### config.mk
export PLATFORM = sky130hd
export DESIGN_NAME = nibble_serial_adder
export DESIGN_NICKNAME = d
export VERILOG_FILES = /design/src/rtl/nibble_serial_adder.sv
export SDC_FILE = /design/constraint.sdc
export NUM_CORES = 1
export LEC_CHECK = 0
export ABC_AREA = 1
export CAP_MARGIN = 30
export CORE_MARGIN = 3
export CORE_UTILIZATION = 54
export CTS_BUF_LIST = sky130_fd_sc_hd__clkbuf_16
export DETAILED_ROUTE_END_ITERATION = 10
export MAX_ROUTING_LAYER = met4
export PLACE_DENSITY_LB_ADDON = 0.15
export SYNTH_ARGS = -nofsm -noshare
export SYNTH_HDL_FRONTEND = slang
export SYNTH_SLANG_ARGS = --single-unit
### constraint.sdc
create_clock -name clk -period 5.1 [get_ports clk]
set_input_delay 1.53 -clock clk [delete_from_list [all_inputs] [get_ports clk]]
set_output_delay 1.53 -clock clk [all_outputs]
set_load 0.01 [all_outputs]
### src/rtl/nibble_serial_adder.sv
// Nibble-serial adder: one 4-bit carry-lookahead slice reused once per nibble, LSB first.
// Optional signed-overflow output enabled by defining NIBBLE_SERIAL_ADDER_OVF_EN.
module nibble_serial_adder #(
  parameter int unsigned NIB = 4
) (
  input  logic             clk,
  input  logic             rst,
  input  logic             in_valid,
  output logic             in_ready,
  input  logic [4*NIB-1:0] a,
  input  logic [4*NIB-1:0] b,
  input  logic             cin,
  output logic             out_valid,
  input  logic             out_ready,
`ifdef NIBBLE_SERIAL_ADDER_OVF_EN
  output logic             ovf,
`endif
  output logic [4*NIB-1:0] sum,
  output logic             cout
);

  localparam int unsigned W  = 4 * NIB;
  localparam int unsigned CW = $clog2(NIB) + 1;

  typedef enum logic [1:0] {StIdle, StRun, StDone} state_e;

  state_e         state_q, state_d;
  logic [W-1:0]   a_q, a_d;
  logic [W-1:0]   b_q, b_d;
  logic [W-1:0]   sum_q, sum_d;
  logic           carry_q, carry_d;
  logic [CW-1:0]  cnt_q, cnt_d;
`ifdef NIBBLE_SERIAL_ADDER_OVF_EN
  logic           ovf_q, ovf_d;
`endif

  logic [3:0] g, p, s;
  logic [4:0] c;
  logic       last_nib;

  // Two-level lookahead on the current low nibble of the operand shift registers.
  always_comb begin
    g    = a_q[3:0] & b_q[3:0];
    p    = a_q[3:0] ^ b_q[3:0];
    c[0] = carry_q;
    c[1] = g[0] | (p[0] & c[0]);
    c[2] = g[1] | (p[1] & g[0]) | (p[1] & p[0] & c[0]);
    c[3] = g[2] | (p[2] & g[1]) | (p[2] & p[1] & g[0]) | (p[2] & p[1] & p[0] & c[0]);
    c[4] = g[3] | (p[3] & g[2]) | (p[3] & p[2] & g[1]) | (p[3] & p[2] & p[1] & g[0])
         | (p[3] & p[2] & p[1] & p[0] & c[0]);
    s    = p ^ c[3:0];
  end

  assign last_nib = (cnt_q == CW'(NIB - 1));

  always_comb begin
    state_d = state_q;
    a_d     = a_q;
    b_d     = b_q;
    sum_d   = sum_q;
    carry_d = carry_q;
    cnt_d   = cnt_q;
`ifdef NIBBLE_SERIAL_ADDER_OVF_EN
    ovf_d   = ovf_q;
`endif
    unique case (state_q)
      StIdle: begin
        if (in_valid) begin
          a_d     = a;
          b_d     = b;
          carry_d = cin;
          cnt_d   = '0;
          sum_d   = '0;
`ifdef NIBBLE_SERIAL_ADDER_OVF_EN
          ovf_d   = 1'b0;
`endif
          state_d = StRun;
        end
      end
      StRun: begin
        a_d                          = a_q >> 4;
        b_d                          = b_q >> 4;
        sum_d[{cnt_q, 2'b00} +: 4]   = s;
        carry_d                      = c[4];
        if (last_nib) begin
`ifdef NIBBLE_SERIAL_ADDER_OVF_EN
          ovf_d   = c[3] ^ c[4];
`endif
          state_d = StDone;
        end else begin
          cnt_d = cnt_q + 1'b1;
        end
      end
      StDone: begin
        if (out_ready) state_d = StIdle;
      end
      default: state_d = StIdle;
    endcase
  end

  always_ff @(posedge clk) begin
    if (rst) begin
      state_q <= StIdle;
      a_q     <= '0;
      b_q     <= '0;
      sum_q   <= '0;
      carry_q <= 1'b0;
      cnt_q   <= '0;
`ifdef NIBBLE_SERIAL_ADDER_OVF_EN
      ovf_q   <= 1'b0;
`endif
    end else begin
      state_q <= state_d;
      a_q     <= a_d;
      b_q     <= b_d;
      sum_q   <= sum_d;
      carry_q <= carry_d;
      cnt_q   <= cnt_d;
`ifdef NIBBLE_SERIAL_ADDER_OVF_EN
      ovf_q   <= ovf_d;
`endif
    end
  end

  assign in_ready  = (state_q == StIdle);
  assign out_valid = (state_q == StDone);
  assign sum       = sum_q;
  assign cout      = carry_q;
`ifdef NIBBLE_SERIAL_ADDER_OVF_EN
  assign ovf       = ovf_q;
`endif

endmodule
Word level (Yosys, flattened, before mapping)
Cells that the tools add are included.
{"block": "classes", "add_sub_neg": 2, "n_mul": 0, "div_mod_pow": 0, "n_lt_le_gt_ge": 0, "n_eq_ne": 7, "shifts": 2, "muxes": 16, "n_bitwise": 29, "reduce_logical": 5}
{"operator": "16-bit case mux with 2 select lines", "count": 3}
{"operator": "16-bit 2-to-1 mux", "count": 3}
{"operator": "1-bit AND", "count": 16}
{"operator": "16-bit bitwise mux", "count": 1}
{"operator": "4-bit by 7-bit variable shift with 16-bit output, first input constant", "count": 1}
{"operator": "4-bit by 7-bit variable part select with 16-bit output", "count": 1}
{"operator": "1-bit bitwise OR", "count": 10}
{"operator": "4-bit XOR", "count": 2}
{"operator": "5-bit negation with 7-bit output", "count": 1}
{"operator": "2-bit 2-to-1 mux", "count": 3}
{"operator": "3-bit 2-to-1 mux", "count": 2}
{"operator": "2-bit inequality test, second input constant", "count": 3}
{"operator": "2-bit case mux with 3 select lines", "count": 1}
{"operator": "3-bit case mux with 2 select lines", "count": 1}
{"operator": "3-bit AND reduction", "count": 2}
{"operator": "4-bit AND", "count": 1}
{"operator": "3-bit by 1-bit adder with 3-bit output, second input constant", "count": 1}
{"operator": "3-bit by 2-bit == test with 1-bit output, second input constant", "count": 1}
{"operator": "2-bit by 1-bit == test with 1-bit output, second input constant", "count": 1}
{"operator": "2-bit == test, second input constant", "count": 1}
{"operator": "2-bit logical NOT", "count": 1}
{"operator": "2-bit by 1-bit inequality test with 1-bit output, second input constant", "count": 1}
{"operator": "1-bit case mux with 2 select lines", "count": 1}
{"operator": "2-bit AND reduction", "count": 1}
{"operator": "other kinds (2)", "count": 2}
{"block": "word_totals", "reg_bits": 54, "latchBits": 0, "ram_bits": 0, "mem_bits_ro": 0, "input_bits": 37, "wordCells": 67, "memories": 0}

Depth between registers and ports, before layout
Gate-level depths: netlist of run 1.
{"block": "depth", "word_depth": 9, "mapped_depth": 11}

Worst setup path after synthesis of run 1
OpenSTA, ideal clock, no wires.
{"block": "synth_path", "kind": "input -> register", "start": "in rst", "end": "reg a_q[15]", "setup_time_ns": 0.132, "t_arrival_ns": 2.127, "required_time_ns": 4.968, "slack_ns": 2.841, "stages": 3, "cell_sequence": "clkbuf_1 -> clkbuf_1 -> a21oi_1"}
{"item": "start: declaration", "line": "7", "text": "input logic rst,"}
{"item": "end signal: assignment", "line": "104", "text": "a_q <= '0;"}
{"item": "end signal: assignment", "line": "114", "text": "a_q <= a_d;"}
{"item": "end: declaration", "line": "28", "text": "logic [W-1:0] a_q, a_d;"}
No word-level cell between the ends.

Worst setup path after layout of run 1
{"block": "layout_path", "start": "in in_valid", "end": "reg b_q[7]"}
{"block": "layout_between", "elab_chain_len": 2}
{"item": "start: declaration", "line": "8", "text": "input logic in_valid,"}
{"item": "2-bit inequality test (no source line)"}
{"item": "2-bit AND reduction (no source line)"}
{"item": "end signal: assignment", "line": "105", "text": "b_q <= '0;"}
{"item": "end signal: assignment", "line": "115", "text": "b_q <= b_d;"}
{"item": "end: declaration", "line": "29", "text": "logic [W-1:0] b_q, b_d;"}
No other way between the ends.
A chain may end at the register's enable or synchronous reset.

==> impl_metrics.xml, run 1 <==
<?xml version="1.0" encoding="UTF-8"?>
<metrics>
  <group name="job">
    <metric name="drv_cap" unit="">0</metric>
  </group>
  <group name="global_routing">
    <metric name="grt_antenna_before_repair" unit="">0</metric>
    <metric name="wire_length_of_the_first_global_routing_pass" unit="um">9350</metric>
    <metric name="number_of_global_route_vias_before_repair" unit="">2152</metric>
    <metric name="grt_start_max_net_pins" unit="">48</metric>
    <metric name="grt_overflow_total" unit="">0</metric>
    <metric name="groute.usage.overall" unit="%">22.8</metric>
  </group>
  <group name="timing">
    <metric name="worst-slew-pin-transition" unit="ns">0.743</metric>
    <metric name="hold_violations" unit="">0</metric>
    <metric name="max_clock_freq" unit="GHz">0.332</metric>
    <metric name="final.setup.tns" unit="ns">0</metric>
    <metric name="drv_slew" unit="">0</metric>
    <metric name="worst_setup_skew_after_layout" unit="ns">0.00458</metric>
    <metric name="setup_violations" unit="">0</metric>
    <metric name="rsz_0062_raised_after_global_routing" unit="">no</metric>
    <metric name="maxSlewHeadroom" unit="%">50.3</metric>
    <metric name="min_period" unit="ns">3.01</metric>
    <metric name="portion_of_the_clock_cycle_consumed_by_the_worst_path_in_the_final_layout" unit="%">59.0</metric>
  </group>
  <group name="die">
    <metric name="total_die_area" unit="mm2">0.00543</metric>
    <metric name="placement_rows" unit="">23</metric>
    <metric name="number_of_i_o_pins" unit="">56</metric>
    <metric name="coreArea" unit="mm2">0.00420</metric>
    <metric name="chipWidth" unit="um">73.7</metric>
    <metric name="die-height" unit="um">73.7</metric>
    <metric name="initial_utilization" unit="%">58.9</metric>
  </group>
  <group name="yosys">
    <metric name="synth_largest_type_area_fraction" unit="%">43.7</metric>
    <metric name="ys_ff_latch" unit="">54</metric>
    <metric name="async_reset_ff_share" unit="%">0</metric>
    <metric name="yosys.area.top_type" unit="">dfxtp_1</metric>
    <metric name="synth-seq-area-share" unit="%">43.7</metric>
    <metric name="syn-instance-count" unit="">332</metric>
    <metric name="ys_types" unit="">26</metric>
    <metric name="synth_top_cells_by_area" unit="">dfxtp_1, nand2_1, a21oi_1</metric>
    <metric name="syn_nets" unit="">379</metric>
    <metric name="synth_enable_flop_cells" unit="">0</metric>
    <metric name="syn-cell-area" unit="mm2">0.00247</metric>
    <metric name="syn_area_per_cell" unit="um2">7.45</metric>
    <metric name="synth-warning-count" unit="">0</metric>
    <metric name="ys.flop_type" unit="">dfxtp_1</metric>
  </group>
  <group name="placed_design">
    <metric name="detailed_place_hpwl" unit="um">3890</metric>
    <metric name="placedCellCount" unit="">420</metric>
    <metric name="gp_routability_congestion" unit="">0.892</metric>
    <metric name="placement.io_buffers" unit="">55</metric>
  </group>
  <group name="route">
    <metric name="drt_iter0_drc" unit="">173</metric>
    <metric name="number_of_routed_nets_with_antenna_violations" unit="">0</metric>
    <metric name="drt-wirelength-per-cell" unit="um">13.1</metric>
    <metric name="via_count" unit="">2327</metric>
    <metric name="wl" unit="um">5600</metric>
    <metric name="post-route-drc-count" unit="">0</metric>
    <metric name="firstDrtPassIters" unit="">4</metric>
    <metric name="vias_per_cell" unit="">5.44</metric>
  </group>
  <group name="setup_path">
    <metric name="critPathArrivalTime" unit="ns">3.18</metric>
    <metric name="crit_fanout" unit="">47</metric>
    <metric name="startpoint_type" unit="">input pin</metric>
    <metric name="timing_worst_setup_path_type" unit="">in -&gt; reg</metric>
    <metric name="critical_path_required" unit="ns">5.27</metric>
    <metric name="end_kind" unit="">flop</metric>
  </group>
  <group name="clocking">
    <metric name="cts.sinks" unit="">54</metric>
    <metric name="insertion_delay" unit="ns">0.29</metric>
    <metric name="post_cts.resized_instances" unit="">0</metric>
    <metric name="tritoncts_clock_tree" unit="">yes</metric>
    <metric name="post-cts-setup-buffers" unit="">0</metric>
    <metric name="clock_pin_slew_of_the_registers_on_the_worst_case_setup_and_hold_paths" unit="ns">0.07</metric>
    <metric name="clock_tree.htree_level_count" unit="">2</metric>
    <metric name="ctsRootBufferMaster" unit="">clkbuf_16</metric>
    <metric name="cts_hold_buf" unit="">0</metric>
    <metric name="cts_buffers" unit="">5</metric>
    <metric name="ctsLongestPathBuffers" unit="">2</metric>
  </group>
  <group name="cells_and_area">
    <metric name="area_delta_synth_final" unit="%">27.4</metric>
    <metric name="final_cells" unit="">428</metric>
    <metric name="antenna_cells_inserted" unit="">0</metric>
    <metric name="layout-drive-gt1-share" unit="%">6.08</metric>
    <metric name="net_count_of_the_finished_layout" unit="">424</metric>
  </group>
  <group name="power">
    <metric name="max-vdd-ir-drop" unit="mV">0.280</metric>
    <metric name="p_leak" unit="nW">1.24</metric>
    <metric name="power_density" unit="mW/mm2">331</metric>
  </group>
  <group name="outcome">
    <metric name="run_status" unit="">finished, final reports clean</metric>
  </group>
  <group name="min_path">
    <metric name="hold_class" unit="">reg -&gt; reg</metric>
  </group>
</metrics>
[flip-flops by register name, summed over array words and instances (netlist names)]
signal / cells
cout: 1
state_q: 2
a_q: 16
sum: 16
b_q: 16
cnt_q: 3
[cells by family after synthesis]
kind of cell | count (synthesis) | share of synthesized area [%]
buf+inv | 43 | 8.19
xor+xnor | 1 | 0.354
fa+ha+maj | 10 | 5.36
flops | 54 | 43.7
compound gates | 84 | 18.3
simple gates | 140 | 24.1
[cell usage in the layout, fill, tap and decap left out]
| cell type | count |
|---|---|
| clkinv_2 | 2 |
| buf_4 | 1 |
| dfxtp_1 | 54 |
| nand2_1 | 96 |
| nor2_1 | 15 |
| nand2_2 | 3 |
| or2_2 | 1 |
| a21oi_1 | 30 |
| nand3b_1 | 2 |
| a211oi_1 | 2 |
| bufinv_16 | 1 |
| nor3_2 | 1 |
| xnor2_1 | 1 |
| nand3_2 | 1 |
| clkdlybuf4s50_1 | 55 |
| a31oi_1 | 22 |
| o21ai_0 | 19 |
| nand3_1 | 9 |
| o21ai_1 | 11 |
| inv_2 | 5 |
| inv_1 | 20 |
| ha_1 | 9 |
| clkbuf_16 | 5 |
| nor2_2 | 3 |
| nand4_1 | 9 |
| fa_1 | 1 |
[worst max-delay path, cell delays in order]
cell             delay [ns]
clkdlybuf4s50_1        0.47
nand2_2                0.10
nand2_2                0.57
inv_2                  0.24
o21ai_0                0.21
a21oi_1                0.05
[Yosys cell counts, types with 3 or more instances]
library cell	instances
inv_2	5
ha_1	9
o21ai_0	19
nor2_2	3
nand2_1	96
nand3_1	9
clkbuf_1	5
a31oi_1	22
o21ai_1	11
inv_1	20
a21oi_1	30
dfxtp_1	54
buf_4	3
nand2_2	3
nor2_1	15
nand4_1	9
buf_2	6
buf_6	3
[worst paths after layout]
check	start	cells after the start	endpoint	slack, ns
worst min-delay path	b_q[6]	2	b_q[6]	0.45
worst max register to register	state_q[0]	5	b_q[7]	2.89
worst max-delay path	in_valid	6	b_q[7]	2.09
worst min register to register	b_q[6]	2	b_q[6]	0.45
[routing by layer]
metal / global-route usage, % / up-vias / routed length, um
li1: - / 1200 / -
met1: 28.0 / 1039 / 2490
met2: 35.9 / 82 / 2670
met3: 6.98 / 6 / 366
met4: 7.24 / 0 / 68
met5: - / - / 0
[area by class of cell]
cell class	count	area, um2
Sequential cell	54	1080
Timing Repair Buffer	56	558
Inverter	25	93.8
Clock inverter	3	40.0
Multi-Input combinational cell	235	1190
Tap cell	50	62.6
Clock buffer	5	125
Fill cell	327	1050
[report_power, final]
group,leakage [nW],internal [W],total (W),switching (W)
Sequential,0.443,0.000453,0.000476,0.0000224
Combinational,0.712,0.0000780,0.000192,0.000114
Clock,0.0836,0.000230,0.000375,0.000145
Total,1.24,0.000761,0.00104,0.000282
[metrics by stage]
step | worst slack, ns | total power, W | util [%] | cell area (um2) | hold slack (ns)
6_report | 2.09 | 0.00104 | 75.0 | 3150 | 0.447
5_1_grt | 1.97 | 0.00110 | 75.0 | 3150 | 0.473
4_1_cts | 2.09 | 0.00105 | 75.0 | 3150 | 0.449
3_5_place_dp | 1.79 | 0.000674 | 71.1 | 2990 | 0.437
3_3_place_gp | 1.81 | 0.000669 | 71.1 | 2990 | 0.435
2_1_floorplan | 2.84 | 0.000617 | - | 2470 | 0.424
(Power assumes the default switching activity.)
==> run 2: changes to the inputs <==
Settings changed: CORE_UTILIZATION 54 to 45.
Clock period 5.1 ns to 2.7 ns, I/O delays scaled along.
==> run 2 against run 1 <==
Global-route usage is 3.3 points lower. Final cell count is 5.4% higher. Critical path depth is 3 lower. Die area is 18% higher. Sequential power is 89% higher. Core utilization is 14 points lower. First-iteration DRC count is 19% higher. Hold slack hardly changed. Clock power is 71% higher. Register-to-register slack worse by 2.3 ns.
==> impl_metrics.xml, run 2 (synthesis gave the netlist of run 1 again) <==
<?xml version="1.0" encoding="UTF-8"?>
<metrics>
  <group name="min_path">
    <metric name="holdCritStartpoint" unit="">b_q[6]</metric>
    <metric name="hold_class" unit="">reg -&gt; reg</metric>
    <metric name="whs_endpoint" unit="">b_q[6]</metric>
    <metric name="timing.hold.worst_path_depth" unit="">2</metric>
  </group>
  <group name="setup_path">
    <metric name="reg2reg_depth" unit="">9</metric>
    <metric name="critical_path_required" unit="ns">1.89</metric>
    <metric name="startpoint_type" unit="">flop</metric>
    <metric name="reg2reg_from" unit="">cnt_q[0]</metric>
    <metric name="crit_fanout" unit="">2</metric>
    <metric name="timing_worst_setup_path_type" unit="">reg -&gt; out</metric>
    <metric name="crit-reg2reg-capture" unit="">sum[0]</metric>
    <metric name="critPathArrivalTime" unit="ns">1.40</metric>
    <metric name="end_kind" unit="">output pin</metric>
    <metric name="reg2reg_setup_slack" unit="ns">0.58</metric>
  </group>
  <group name="clocking">
    <metric name="cts.sinks" unit="">54</metric>
    <metric name="cts_buffers" unit="">5</metric>
    <metric name="clock_pin_slew_of_the_registers_on_the_worst_case_setup_and_hold_paths" unit="ns">0.07</metric>
    <metric name="post-cts-setup-buffers" unit="">0</metric>
    <metric name="clock_tree.htree_level_count" unit="">2</metric>
    <metric name="tritoncts_clock_tree" unit="">yes</metric>
    <metric name="insertion_delay" unit="ns">0.30</metric>
    <metric name="cts_hold_buf" unit="">0</metric>
    <metric name="ctsLongestPathBuffers" unit="">2</metric>
    <metric name="ctsRootBufferMaster" unit="">clkbuf_16</metric>
    <metric name="post_cts.resized_instances" unit="">0</metric>
  </group>
  <group name="power">
    <metric name="max-vdd-ir-drop" unit="mV">0.336</metric>
    <metric name="power_density" unit="mW/mm2">601</metric>
    <metric name="p_leak" unit="nW">1.24</metric>
  </group>
  <group name="die">
    <metric name="placement_rows" unit="">26</metric>
    <metric name="coreArea" unit="mm2">0.00520</metric>
    <metric name="chipWidth" unit="um">80.2</metric>
    <metric name="number_of_i_o_pins" unit="">56</metric>
    <metric name="initial_utilization" unit="%">47.5</metric>
    <metric name="die-height" unit="um">80.2</metric>
    <metric name="total_die_area" unit="mm2">0.00643</metric>
  </group>
  <group name="route">
    <metric name="drt_iter0_drc" unit="">206</metric>
    <metric name="vias_per_cell" unit="">5.14</metric>
    <metric name="number_of_routed_nets_with_antenna_violations" unit="">0</metric>
    <metric name="post-route-drc-count" unit="">0</metric>
    <metric name="firstDrtPassIters" unit="">4</metric>
    <metric name="via_count" unit="">2319</metric>
    <metric name="wl" unit="um">5810</metric>
    <metric name="drt-wirelength-per-cell" unit="um">12.9</metric>
  </group>
  <group name="cells_and_area">
    <metric name="area_delta_synth_final" unit="%">28.5</metric>
    <metric name="layout-drive-gt1-share" unit="%">6.82</metric>
    <metric name="final_area" unit="mm2">0.00318</metric>
    <metric name="most_common_cell_after_layout_fill_and_taps_aside" unit="">nand2_1</metric>
    <metric name="net_count_of_the_finished_layout" unit="">427</metric>
    <metric name="antenna_cells_inserted" unit="">0</metric>
    <metric name="commonest_cells_after_routing_fill_and_taps_aside" unit="">nand2_1, clkdlybuf4s50_1, dfxtp_1</metric>
  </group>
  <group name="timing">
    <metric name="rsz_0062_raised_after_global_routing" unit="">no</metric>
    <metric name="final.setup.tns" unit="ns">0</metric>
    <metric name="portion_of_the_clock_cycle_consumed_by_the_worst_path_in_the_final_layout" unit="%">81.9</metric>
    <metric name="setup_violations" unit="">0</metric>
    <metric name="min_period" unit="ns">2.21</metric>
    <metric name="drv_slew" unit="">0</metric>
    <metric name="worst_setup_skew_after_layout" unit="ns">0.00597</metric>
    <metric name="max_clock_freq" unit="GHz">0.452</metric>
    <metric name="hold_violations" unit="">0</metric>
    <metric name="worst-slew-pin-transition" unit="ns">0.617</metric>
    <metric name="maxSlewHeadroom" unit="%">58.8</metric>
  </group>
  <group name="global_routing">
    <metric name="grt_start_max_net_pins" unit="">35</metric>
    <metric name="groute.usage.overall" unit="%">19.6</metric>
    <metric name="number_of_global_route_vias_before_repair" unit="">2126</metric>
    <metric name="wire_length_of_the_first_global_routing_pass" unit="um">9780</metric>
    <metric name="grt_overflow_total" unit="">0</metric>
    <metric name="grt_antenna_before_repair" unit="">0</metric>
  </group>
  <group name="job">
    <metric name="drv_cap" unit="">0</metric>
  </group>
  <group name="placed_design">
    <metric name="detailed_place_hpwl" unit="um">4090</metric>
    <metric name="detailed_place.area" unit="mm2">0.00303</metric>
    <metric name="gp_routability_congestion" unit="">0.824</metric>
    <metric name="placement.io_buffers" unit="">55</metric>
  </group>
  <group name="outcome">
    <metric name="run_status" unit="">finished, final reports clean</metric>
  </group>
</metrics>
-- run 2: area by class of cell --
cell class | count | area (um2)
fill | 497 | 2020
tap | 70 | 87.6
clock inverter | 3 | 21.3
inverter | 25 | 93.8
clock buffer | 5 | 125
timing repair buffer | 59 | 581
sequential | 54 | 1080
multi-input combinational | 235 | 1190
-- run 2: worst max-delay path by stage --
stage	end	start	slack (ns)	cells past startpoint
final	out_valid	state_q[1]	0.49	3
after global routing	sum[9]	cnt_q[0]	0.35	10
after CTS	out_valid	state_q[1]	0.48	3
after detailed placement	a_q[1]	rst	0.50	4
after global placement	b_q[10]	rst	0.58	4
after floorplan	sum[1]	cnt_q[0]	0.98	10
-- run 2: metal layers --
layer | part of all wire, % | routed length (um) | vias to the layer above | GRT usage [%]
li1 | - | - | 1207 | -
met1 | 50 | 2890 | 1049 | 26.7
met5 | 0 | 0 | - | -
met3 | 4.9 | 283 | 8 | 3.92
met2 | 44 | 2580 | 55 | 30.0
met4 | 1.0 | 59 | 0 | 4.56
-- run 2: metrics by stage --
step | power, W | setup WS (ns) | utilization [%] | hold slack [ns] | cells
after floorplan | 0.00117 | 0.976 | - | 0.424 | 332
after global placement | 0.00128 | 0.577 | 58.3 | 0.433 | 443
after detailed placement | 0.00129 | 0.503 | 58.3 | 0.437 | 443
after CTS | 0.00192 | 0.482 | 61.1 | 0.448 | 451
after global routing | 0.00200 | 0.348 | 61.1 | 0.466 | 451
final | 0.00191 | 0.490 | 61.1 | 0.448 | 451
-- run 2: worst max-delay path: stages (launching register included) --
cell,delay (ns)
dfxtp_1,0.34
inv_1,0.06
nor2_1,0.14
clkdlybuf4s50_1,0.56
-- run 2: where the power goes --
group          switching (W)  total, W  internal, W  leakage [nW]
Combinational       0.000220  0.000373     0.000153         0.726
Clock               0.000296  0.000640     0.000344        0.0698
Sequential         0.0000425  0.000898     0.000855         0.443
Total               0.000559   0.00191      0.00135          1.24
